<file path="src/rtl/enclock_tx.sv">
`default_nettype none
// ============================================================================
// Module   : enclock_tx
// Brief    : Clock-embedding pulse-width encoder (sync pair + DATA_W payload).
// Revision : 1.0 - initial release
// ============================================================================
module enclock_tx #(
   parameter int MIN_HALF  = 101,
   parameter int LONG_MULT = 3,
   parameter int DATA_W    = 16
) (
   input  logic              clk,
   input  logic              rst_n,
   input  logic              start,
   input  logic [15:0]       half_period,
   input  logic [DATA_W-1:0] data,
   output logic              code,
   output logic              busy,
   output logic              done,
   output logic              err
);

   localparam int BW = $clog2(DATA_W + 1);

   typedef enum logic [2:0] {
      S_IDLE   = 3'd0,
      S_SYNC_L = 3'd1,
      S_GAP0   = 3'd2,
      S_SYNC_S = 3'd3,
      S_GAP1   = 3'd4,
      S_BIT_HI = 3'd5,
      S_BIT_LO = 3'd6,
      S_DONE   = 3'd7
   } state_t;

   state_t            state_q, state_d;
   logic [18:0]       cnt_q, cnt_d;
   logic [15:0]       half_q, half_d;
   logic [DATA_W-1:0] shift_q, shift_d;
   logic [BW-1:0]     bits_q, bits_d;
   logic              code_q, code_d;
   logic              busy_q, busy_d;
   logic              done_q, done_d;
   logic              err_q, err_d;

   logic [18:0]       long_in;
   logic [18:0]       half_w;
   logic [DATA_W-1:0] shift_nxt;

   // 19 bits holds 7*65535, so the legality product never overflows
   assign long_in   = 19'(LONG_MULT) * {3'b000, half_period};
   assign half_w    = {3'b000, half_q};
   assign shift_nxt = shift_q << 1;

   always_comb begin
      state_d = state_q;
      cnt_d   = cnt_q;
      half_d  = half_q;
      shift_d = shift_q;
      bits_d  = bits_q;
      err_d   = 1'b0;

      case (state_q)
         S_IDLE, S_DONE: begin
            state_d = S_IDLE;
            if (start) begin
               if ((half_period < 16'(MIN_HALF)) || (long_in > 19'd65535)) begin
                  err_d = 1'b1;
               end else begin
                  state_d = S_SYNC_L;
                  cnt_d   = long_in - 19'd1;
                  half_d  = half_period;
                  shift_d = data;
                  bits_d  = BW'(DATA_W);
               end
            end
         end
         default: begin
            if (cnt_q != 19'd0) begin
               cnt_d = cnt_q - 19'd1;
            end else begin
               case (state_q)
                  S_SYNC_L: begin
                     state_d = S_GAP0;
                     cnt_d   = half_w - 19'd1;
                  end
                  S_GAP0: begin
                     state_d = S_SYNC_S;
                     cnt_d   = half_w - 19'd1;
                  end
                  S_SYNC_S: begin
                     state_d = S_GAP1;
                     cnt_d   = half_w - 19'd1;
                  end
                  S_GAP1: begin
                     state_d = S_BIT_HI;
                     cnt_d   = shift_q[DATA_W-1] ? (half_w + half_w - 19'd1) : (half_w - 19'd1);
                  end
                  S_BIT_HI: begin
                     state_d = S_BIT_LO;
                     cnt_d   = half_w - 19'd1;
                  end
                  S_BIT_LO: begin
                     shift_d = shift_nxt;
                     bits_d  = bits_q - BW'(1);
                     if (bits_q == BW'(1)) begin
                        state_d = S_DONE;
                     end else begin
                        // The next bit's width comes from the post-shift MSB
                        state_d = S_BIT_HI;
                        cnt_d   = shift_nxt[DATA_W-1] ? (half_w + half_w - 19'd1) : (half_w - 19'd1);
                     end
                  end
                  default: state_d = S_IDLE;
               endcase
            end
         end
      endcase

      // Outputs are registered from the next state so they align with it
      code_d = (state_d == S_SYNC_L) || (state_d == S_SYNC_S) || (state_d == S_BIT_HI);
      busy_d = (state_d != S_IDLE) && (state_d != S_DONE);
      done_d = (state_d == S_DONE);
   end

   always_ff @(posedge clk) begin
      if (!rst_n) begin
         state_q <= S_IDLE;
         cnt_q   <= '0;
         half_q  <= '0;
         shift_q <= '0;
         bits_q  <= '0;
         code_q  <= 1'b0;
         busy_q  <= 1'b0;
         done_q  <= 1'b0;
         err_q   <= 1'b0;
      end else begin
         state_q <= state_d;
         cnt_q   <= cnt_d;
         half_q  <= half_d;
         shift_q <= shift_d;
         bits_q  <= bits_d;
         code_q  <= code_d;
         busy_q  <= busy_d;
         done_q  <= done_d;
         err_q   <= err_d;
      end
   end

   assign code = code_q;
   assign busy = busy_q;
   assign done = done_q;
   assign err  = err_q;

endmodule
`default_nettype wire

</file>
<file path="config.mk">
export PLATFORM = sky130hd
export DESIGN_NAME = enclock_tx
export DESIGN_NICKNAME = d
export VERILOG_FILES = /design/src/rtl/enclock_tx.sv
export SDC_FILE = /design/constraint.sdc
export NUM_CORES = 1
export LEC_CHECK = 0
export ABC_CLOCK_PERIOD_IN_PS = 3300
export BUFFER_PORTS_ARGS = -buffer_cell sky130_fd_sc_hd__buf_2
export CORE_AREA = 2 2 120 87
export DETAILED_ROUTE_END_ITERATION = 10
export DIE_AREA = 0 0 122 89
export PLACE_DENSITY_LB_ADDON = 0.3
export SLEW_MARGIN = 20
export SYNTH_ARGS = -nofsm -noshare
export SYNTH_HDL_FRONTEND = slang
export SYNTH_SLANG_ARGS = --single-unit
</file>
<file path="constraint.sdc">
create_clock -name clk -period 3.3 [get_ports clk]
set_clock_uncertainty 0.1 [all_clocks]
set_input_delay 0.33 -clock clk [delete_from_list [all_inputs] [get_ports clk]]
set_output_delay 0.33 -clock clk [all_outputs]
set_load 0.05 [all_outputs]
</file>
# Word-level counts from Yosys, hierarchy flattened
# Cells that the tools add are included.
# Widths: inputs -> output; s select.
[op_classes] n_reduce_logical=15 multipliers=1 bitwise_logic=1 n_eq_ne=17 order_cmp=2 n_mux=25 add_sub_neg=6
[ops] op="$mux 19" n=7
[ops] op="$mux 16" n=5
[ops] op="$pmux 19 s3" n=1
[ops] op="$mux 5" n=5
[ops] op="$reduce_bool 19->1" n=1
[ops] op="$sub 18x1->19 const B" n=1
[ops] op="$sub 19x1->19 const B" n=1
[ops] op="$eq 3x3->1 const B" n=6
[ops] op="$gt 18x16->1 const B" n=1
[ops] op="$mul 2x16->18 const A" n=1
[ops] op="$pmux 3 s6" n=1
[ops] op="$sub 17x1->18 const B" n=1
[ops] op="$add 16x16->17" n=1
[ops] op="$sub 16x1->17 const B" n=1
[ops] op="$lt 16x7->1 const B" n=1
[ops] op="$eq 3x2->1 const B" n=3
[ops] op="$reduce_and 4->1" n=2
[ops] op="$eq 3x1->1 const B" n=2
[ops] op="$mux 3" n=2
[ops] op="$reduce_and 3->1" n=2
[ops] op="$eq 5x1->1 const B" n=1
[ops] op="$reduce_bool 5->1" n=1
[ops] op="$sub 5x1->5 const B" n=1
[ops] op="$ne 2x2->1 const B" n=2
[ops] op="13 further kinds" n=17
[totals] regBits=63 elab_cells=76

# Depth between registers and ports, before layout
# Gate-level depths: netlist (run 1).
[logic_depth] depth_word=9 depth_mapped=13 mapped_depth_nobuf=12

# Worst setup path before layout (run 1)
# No wires, ideal clock.
[synth_timing] path_kind="input port to flip-flop" from="input half_period[1]" to="register cnt_q[16]" required_ns=3.109 arrival_ns=3.028 path_stages=10 setup_slack_ns=0.081 cell_sequence="ha_1 > a211o_1 > a311oi_4 > a21oi_2 > o21a_1 > or3_1 > buf_2 > a211o_1 > or4_1 > a311oi_1"
[synth_between] elab_chain_len=5 word_cells_on_any_way=10 cone_classes="add/sub: 1; mul: 1; order compare: 2; eq/ne: 1; mux: 3; reduce/logical: 2"
[synth_rtl] item="start, declared" line="15" text="input logic [15:0] half_period,"
[synth_rtl] item="$mul 2x16->18" line="51" text="assign long_in = 19'(LONG_MULT) * {3'b000, half_period};"
[synth_rtl] item="$sub 18x1->19 / $gt 18x16->1 (equally long branches)" line="71, 67"
[synth_rtl] item="$mux 19 / $logic_or 1x1->1 (equally long branches)" line="67" text="if ((half_period < 16'(MIN_HALF)) || (long_in > 19'd65535)) begin"
[synth_rtl] item="$mux 19 / $ne 2x2->1 (equally long branches)"
[synth_rtl] item="$mux 19 / $reduce_and 4->1 (equally long branches)"
[synth_rtl] item="end signal, assigned" line="139" text="cnt_q <= cnt_d;"
[synth_rtl] item="end, declared" line="37" text="logic [18:0] cnt_q, cnt_d;"
# Parallel ways exist; a longest one is shown, timed or not. The select of a mux whose other input is x is not followed.
# A chain may end at the register's enable or synchronous reset.

# Worst setup path after layout (run 1)
[layout_timing] from="input half_period[1]" to="register shift_q[14]"
[layout_between] elab_chain_len=5 word_cells_on_any_way=6 cone_classes="mul: 1; order compare: 2; eq/ne: 1; reduce/logical: 2"
[layout_rtl] item="$mul 2x16->18" line="51"
[layout_rtl] item="$gt 18x16->1" line="67"
[layout_rtl] item="$logic_or 1x1->1 *" line="67"
[layout_rtl] item="$ne 2x2->1 (no source line) *"
[layout_rtl] item="$reduce_and 4->1 (no source line) *"
[layout_rtl] item="end signal, assigned" line="141" text="shift_q <= shift_d;"
[layout_rtl] item="end, declared" line="39" text="logic [DATA_W-1:0] shift_q, shift_d;"
# Mark *: on every way between the ends. The rest lies on a longest branch, timed or not.

==> results of run 1 <==
## logic make-up after synthesis
logic type	after synthesis	synth area share
fa+ha+maj	31	0.0743
compound gates	216	0.287
flops	63	0.237
simple gates	273	0.246
mux	19	0.0362
buf+inv	81	0.0602
xor+xnor	36	0.0593
## per-stage QoR
stage,TNS (ns),power (µW)
global route,-0.732,4040
floorplan,0,2080
CTS,0,3740
detailed placement,-11.93,2590
finish,0,3840
global placement,-6.93,2540
## cells in the mapped netlist (all sizes together), types with 9 or more instances
| cell | n |
|---|---|
| dfxtp | 63 |
| mux2i | 17 |
| buf | 10 |
| nor2 | 77 |
| o21ai | 37 |
| nand3 | 20 |
| clkbuf | 34 |
| ha | 30 |
| inv | 37 |
| xnor2 | 24 |
| nand2b | 9 |
| nand2 | 83 |
| or3 | 9 |
| nor3 | 23 |
| a211oi | 11 |
| a21oi | 49 |
| xor2 | 12 |
| or4 | 10 |
| o211ai | 18 |
| and3 | 9 |
| a311oi | 25 |
## state kept, by name, indices dropped and copies added (netlist names)
signal,flops
bits_q,5
half_q,16
shift_q,16
err,1
code,1
state_q,3
cnt_q,19
busy,1
done,1
## critical path, delay by kind of cell
| kind | cells | cell delay, ns |
|---|---|---|
| and+or+nand+nor | 2 | 0.34 |
| AOI/OAI and AO/OA | 7 | 1.81 |
| adders and majority gates | 1 | 0.31 |
| buffers and inverters | 4 | 0.59 |
## power breakdown
part	internal [µW]	leakage [µW]	switching (µW)
logic	713	0.00215	1000
registers	869	0.000515	122
clock network	778	0.000176	353
total	2360	0.00284	1470
## what timing repair did
action | in CTS | in global routing
endpoints found under the hold margin | 0 | 0
cloned | 0 | 3
pin swaps | 0 | 14
setup endpoints to repair | 13 | 18
hold buffers | 0 | 0
resized for setup | 1 | 22
buffers inserted | 0 | 7
## worst paths after layout
kind | start | cells past startpoint | to
max | half_period[1] | 14 | shift_q[14]$_SDFFE_PN0P_
min reg2reg | shift_q[10]$_SDFFE_PN0P_ | 2 | shift_q[11]$_SDFFE_PN0P_
max reg2reg | cnt_q[6]$_SDFFE_PN0P_ | 9 | cnt_q[12]$_SDFFE_PN0P_
min | data[13] | 3 | shift_q[13]$_SDFFE_PN0P_
## routing by layer
layer	routed length (µm)	track usage	up-vias
met3	1820	0.0702	31
met5	0	0	-
li1	-	-	2851
met1	7360	0.423	2808
met4	219	0.0711	0
met2	7430	0.485	337
## area by class of cell
type | instances | area share
multi-input combinational | 575 | 0.569
clock buffer | 11 | 0.0375
sequential | 63 | 0.187
clock inverter | 5 | 0.0154
timing repair buffer | 130 | 0.146
inverter | 37 | 0.0206
tap | 128 | 0.0238
==> impl_metrics.ini, run 1 <==
[run_status]
status = completed

[synth]
synth_cells = 719
yosysWarningCount = 0
yosysSeqAreaShare = 0.237
syn_nets = 785
yosys-top-cells-area = dfxtp_1 24%, ha_1 7.1%, nand2_1 5.9%, nor2_1 5.4%, a21oi_1 4.4%
avgSynthCellArea_um2 = 7.40
netlist_area_um2 = 5320
synth_top_area_frac = 0.237
synth-seq-cells = 63
synthArstFlopShare = 0
ys.flop_type = dfxtp_1
yosysUniqueCellTypes = 75
synth_largest_area_cell = dfxtp_1
synth_edf_count = 0

[timing]
period_needed_ns = 3.28
rsz0062_at_grt = true
setup_viol = 0
hold_ws_ns = 0.153
finalCritPeriodShare = 0.994
worst_slack_ns = 0.0187
tightest_slew_ns = 0.980
finalHoldViolCount = 0
maxSlewHeadroom = 0.346
fmax_mhz = 305
slew_violations = 0

[routing]
routed-via-count = 6027
drtIter0Drc = 785
first_pass_iters = 6
wl_per_cell_um = 17.7
vias_per_cell = 6.35
drt-total-wl_um = 16800
drc_errors = 0
final_antenna_net_count = 0

[global_route]
grt_pass1_wl_um = 26200
antenna_found_initial = 0
grt-ovfl-total = 0
grt_max_degree = 55
grt_pass1_vias = 5342
grt_usage = 0.305

[clocking]
htreeDepth = 3
numCtsBuffers = 9
clockRootBuffer = clkbuf_16
clk-insertion-delay-late_ns = 0.34
cts_tree = yes
cts_sinks = 63
cts.clk_slew.worst_paths_ns = 0.05
clk_path_buf_depth = 2

[power_and_ir_drop]
total_leakage_power_uw = 0.00284
power_density_nw_per_um2 = 569
irDropWorstVdd_uv = 452

[worst_setup_path]
crit_path_start_kind = input port
path_max_fanout = 8
slowest_delay_ns = 0.34
worstSetupPathType = input port to register
path_cells = buf_4, ha_1, a211o_1, a311oi_4, a21oi_2, o311ai_2, and3_1, o2111ai_4, buf_6, o31ai_4, buf_6, buf_12, nor2_1, a311oi_1
cp_data_arrival_time_ns = 3.41
crit_top_cell = buf_6
slowest_stage = a211o_1
cp.required_ns = 3.43
r2r_slack_ns = 0.30
end_kind = register

[final_layout]
final_cell_area_um2 = 6740
final_cell_mix = 84 x buf_4, 83 x nand2_1, 72 x nor2_1, 63 x dfxtp_1, 46 x a21oi_1
final_common_cell = buf_4
regArea_um2 = 1260
multi_input_area_um2 = 3830
syn2layout_area_growth_pct = 26.6
fill_cells = 768
fin_nets = 882
final_cell_count_no_fill = 949
drive_above_1_share = 0.223
diodes = 0
post-route-util = 0.704

[min_path]
hold_class = input port to register

[floorplan]
die_h_um = 89
die_w_um = 122
core.rowCount = 30
die_area_um2 = 10900
core-area_um2 = 9570
initial_core_util = 0.556
pin_count = 39

[placed_design]
place_congestion = 0.973
portBuffers = 38
dp.cells = 923
placed_cell_area_um2 = 6150
pre_cts_slack_ns = -0.475
detailed_place_hpwl_um = 11900

[flow_run]
drv_cap = 0
Note: power is estimated with default switching activity, not from simulation.
==> run 2, diff against run 1 <==
--- a/config.mk
+++ b/config.mk
@@ -7,9 +7,11 @@
 export LEC_CHECK = 0
 export ABC_CLOCK_PERIOD_IN_PS = 3300
 export BUFFER_PORTS_ARGS = -buffer_cell sky130_fd_sc_hd__buf_2
-export CORE_AREA = 2 2 120 87
+export CELL_PAD_IN_SITES_DETAIL_PLACEMENT = 0
+export CELL_PAD_IN_SITES_GLOBAL_PLACEMENT = 2
+export CORE_AREA = 2 2 158 113
 export DETAILED_ROUTE_END_ITERATION = 10
-export DIE_AREA = 0 0 122 89
+export DIE_AREA = 0 0 160 115
 export PLACE_DENSITY_LB_ADDON = 0.3
 export SLEW_MARGIN = 20
 export SYNTH_ARGS = -nofsm -noshare
==> impl_metrics.ini, run 2 (same netlist as run 1, synthesis figures left out) <==
[run_status]
status = completed

[timing]
slew_violations = 0
setup_viol = 0
fmax_mhz = 311
period_needed_ns = 3.22
maxSlewHeadroom = 0.281
finalCritPeriodShare = 0.974
worst_slack_ns = 0.0847
finalHoldViolCount = 0
tightest_slew_ns = 1.08

[worst_setup_path]
cp.required_ns = 3.43
crit_path_start_kind = input port
path_max_fanout = 4
ff2ff_path_depth = 9
cp_data_arrival_time_ns = 3.34
worstSetupPathType = input port to register
end_kind = register

[power_and_ir_drop]
p_switching_uw = 1490
p_comb_frac = 0.475
irDropWorstVdd_uv = 258
total_leakage_power_uw = 0.00286
p_seq_frac = 0.260
pwr-share-clk = 0.265
swShare = 0.394
p_int_uw = 2300
power_density_nw_per_um2 = 545

[clocking]
cts_tree = yes
numCtsBuffers = 9
htreeDepth = 3
clk_path_buf_depth = 2
cts_sinks = 63
clockRootBuffer = clkbuf_16
cts.clk_slew.worst_paths_ns = 0.05
clk-insertion-delay-late_ns = 0.33

[final_layout]
reg.largest.list = cnt_q: 19 flops, half_q: 16 flops, shift_q: 16 flops
drive_above_1_share = 0.239
largest_reg_flops = 19
syn2layout_area_growth_pct = 30.6
final_common_cell = buf_4
fin_nets = 895
post-route-util = 0.411
diodes = 0
final_cell_mix = 98 x buf_4, 83 x nand2_1, 74 x nor2_1, 63 x dfxtp_1, 45 x a21oi_1
max_flop_register = cnt_q

[placed_design]
portBuffers = 38
place_congestion = 0.853
detailed_place_hpwl_um = 13800
pre_cts_slack_ns = -0.258

[floorplan]
die_area_um2 = 18400
pin_count = 39
core.rowCount = 40
die_h_um = 115
die_w_um = 160
core-area_um2 = 16900
initial_core_util = 0.315

[min_path]
hold_class = input port to register
holdPathStages = 3

[routing]
first_pass_iters = 5
wl_per_cell_um = 17.0
vias_per_cell = 5.42
drtIter0Drc = 411
drt-total-wl_um = 18100
final_antenna_net_count = 0
drc_errors = 0
routed-via-count = 5763

[global_route]
grt_pass1_vias = 5350
grt_pass1_wl_um = 28500
grt_usage = 0.194
antenna_found_initial = 0
grt-ovfl-total = 0
grt_max_degree = 55

[flow_run]
drv_cap = 0
## run 2: cell count changes in the layout (fill, tap and decap cells not counted), sizes merged
cell	delta
buf	+15
bufinv	-2
clkinv	-2
clkinvlp	+1
## run 2: path summary, 6_finish.rpt
path                                                from                        to  slack (ns)
worst min-delay path                            data[11]  shift_q[11]$_SDFFE_PN0P_        0.17
worst max-delay path                      half_period[1]    cnt_q[16]$_SDFFE_PN0P_        0.08
worst min register to register  shift_q[10]$_SDFFE_PN0P_  shift_q[11]$_SDFFE_PN0P_        0.38
worst max register to register     cnt_q[2]$_SDFFE_PN0P_    cnt_q[12]$_SDFFE_PN0P_        0.35
## run 2: repair_timing
item                                    in CTS  in global routing
endpoints found under the setup margin       0                 45
hold buffers                                 0                  0
gates resized for setup                      0                 31
setup buffers                                0                  6
## run 2: per-layer routing
layer / up-vias / track usage / wire [µm]
met5: - / 0 / 0
met4: 0 / 0.0396 / 181
met3: 12 / 0.0350 / 1180
met2: 159 / 0.285 / 7400
met1: 2710 / 0.295 / 9350
li1: 2882 / - / -
## run 2: layout make-up
cell class	count	area, µm²
Multi-Input combinational cell	575	3890
Timing Repair Buffer	143	1050
Clock buffer	13	280
Tap cell	231	289
Fill cell	1792	9970
Inverter	37	139
Sequential cell	63	1260
Clock inverter	2	37.5
## run 2: power groups by stage
| stage | logic, µW | clock network (µW) | registers, µW |
|---|---|---|---|
| 2_1_floorplan | 1100 | 0 | 982 |
| 3_3_place_gp | 1700 | 0 | 993 |
| 3_5_place_dp | 1720 | 0 | 998 |
| 4_1_cts | 1730 | 1020 | 984 |
| 5_1_grt | 1990 | 1050 | 1000 |
| 6_report | 1800 | 1000 | 985 |
## run 2: per-stage QoR
step	power, µW	hold WS, ns	cells	setup TNS (ns)	area [µm²]
global route	4040	0.161	1064	-0.198	6950
finish	3790	0.166	1064	0	6950
detailed placement	2710	0.370	1041	-9.33	6400
floorplan	2080	0.348	719	0	5320
CTS	3740	0.155	1056	0	6710
global placement	2690	0.362	1041	-5.24	6400
## run 2: worst max-delay path: stages
cell and delay (ns):
buf_4 0.13, ha_4 0.16, buf_4 0.13, a211o_1 0.33, a311oi_4 0.40, buf_6 0.17, a21oi_2 0.06, o21a_1 0.19
or3_4 0.34, a211o_1 0.32, or4_1 0.50, a311oi_2 0.29
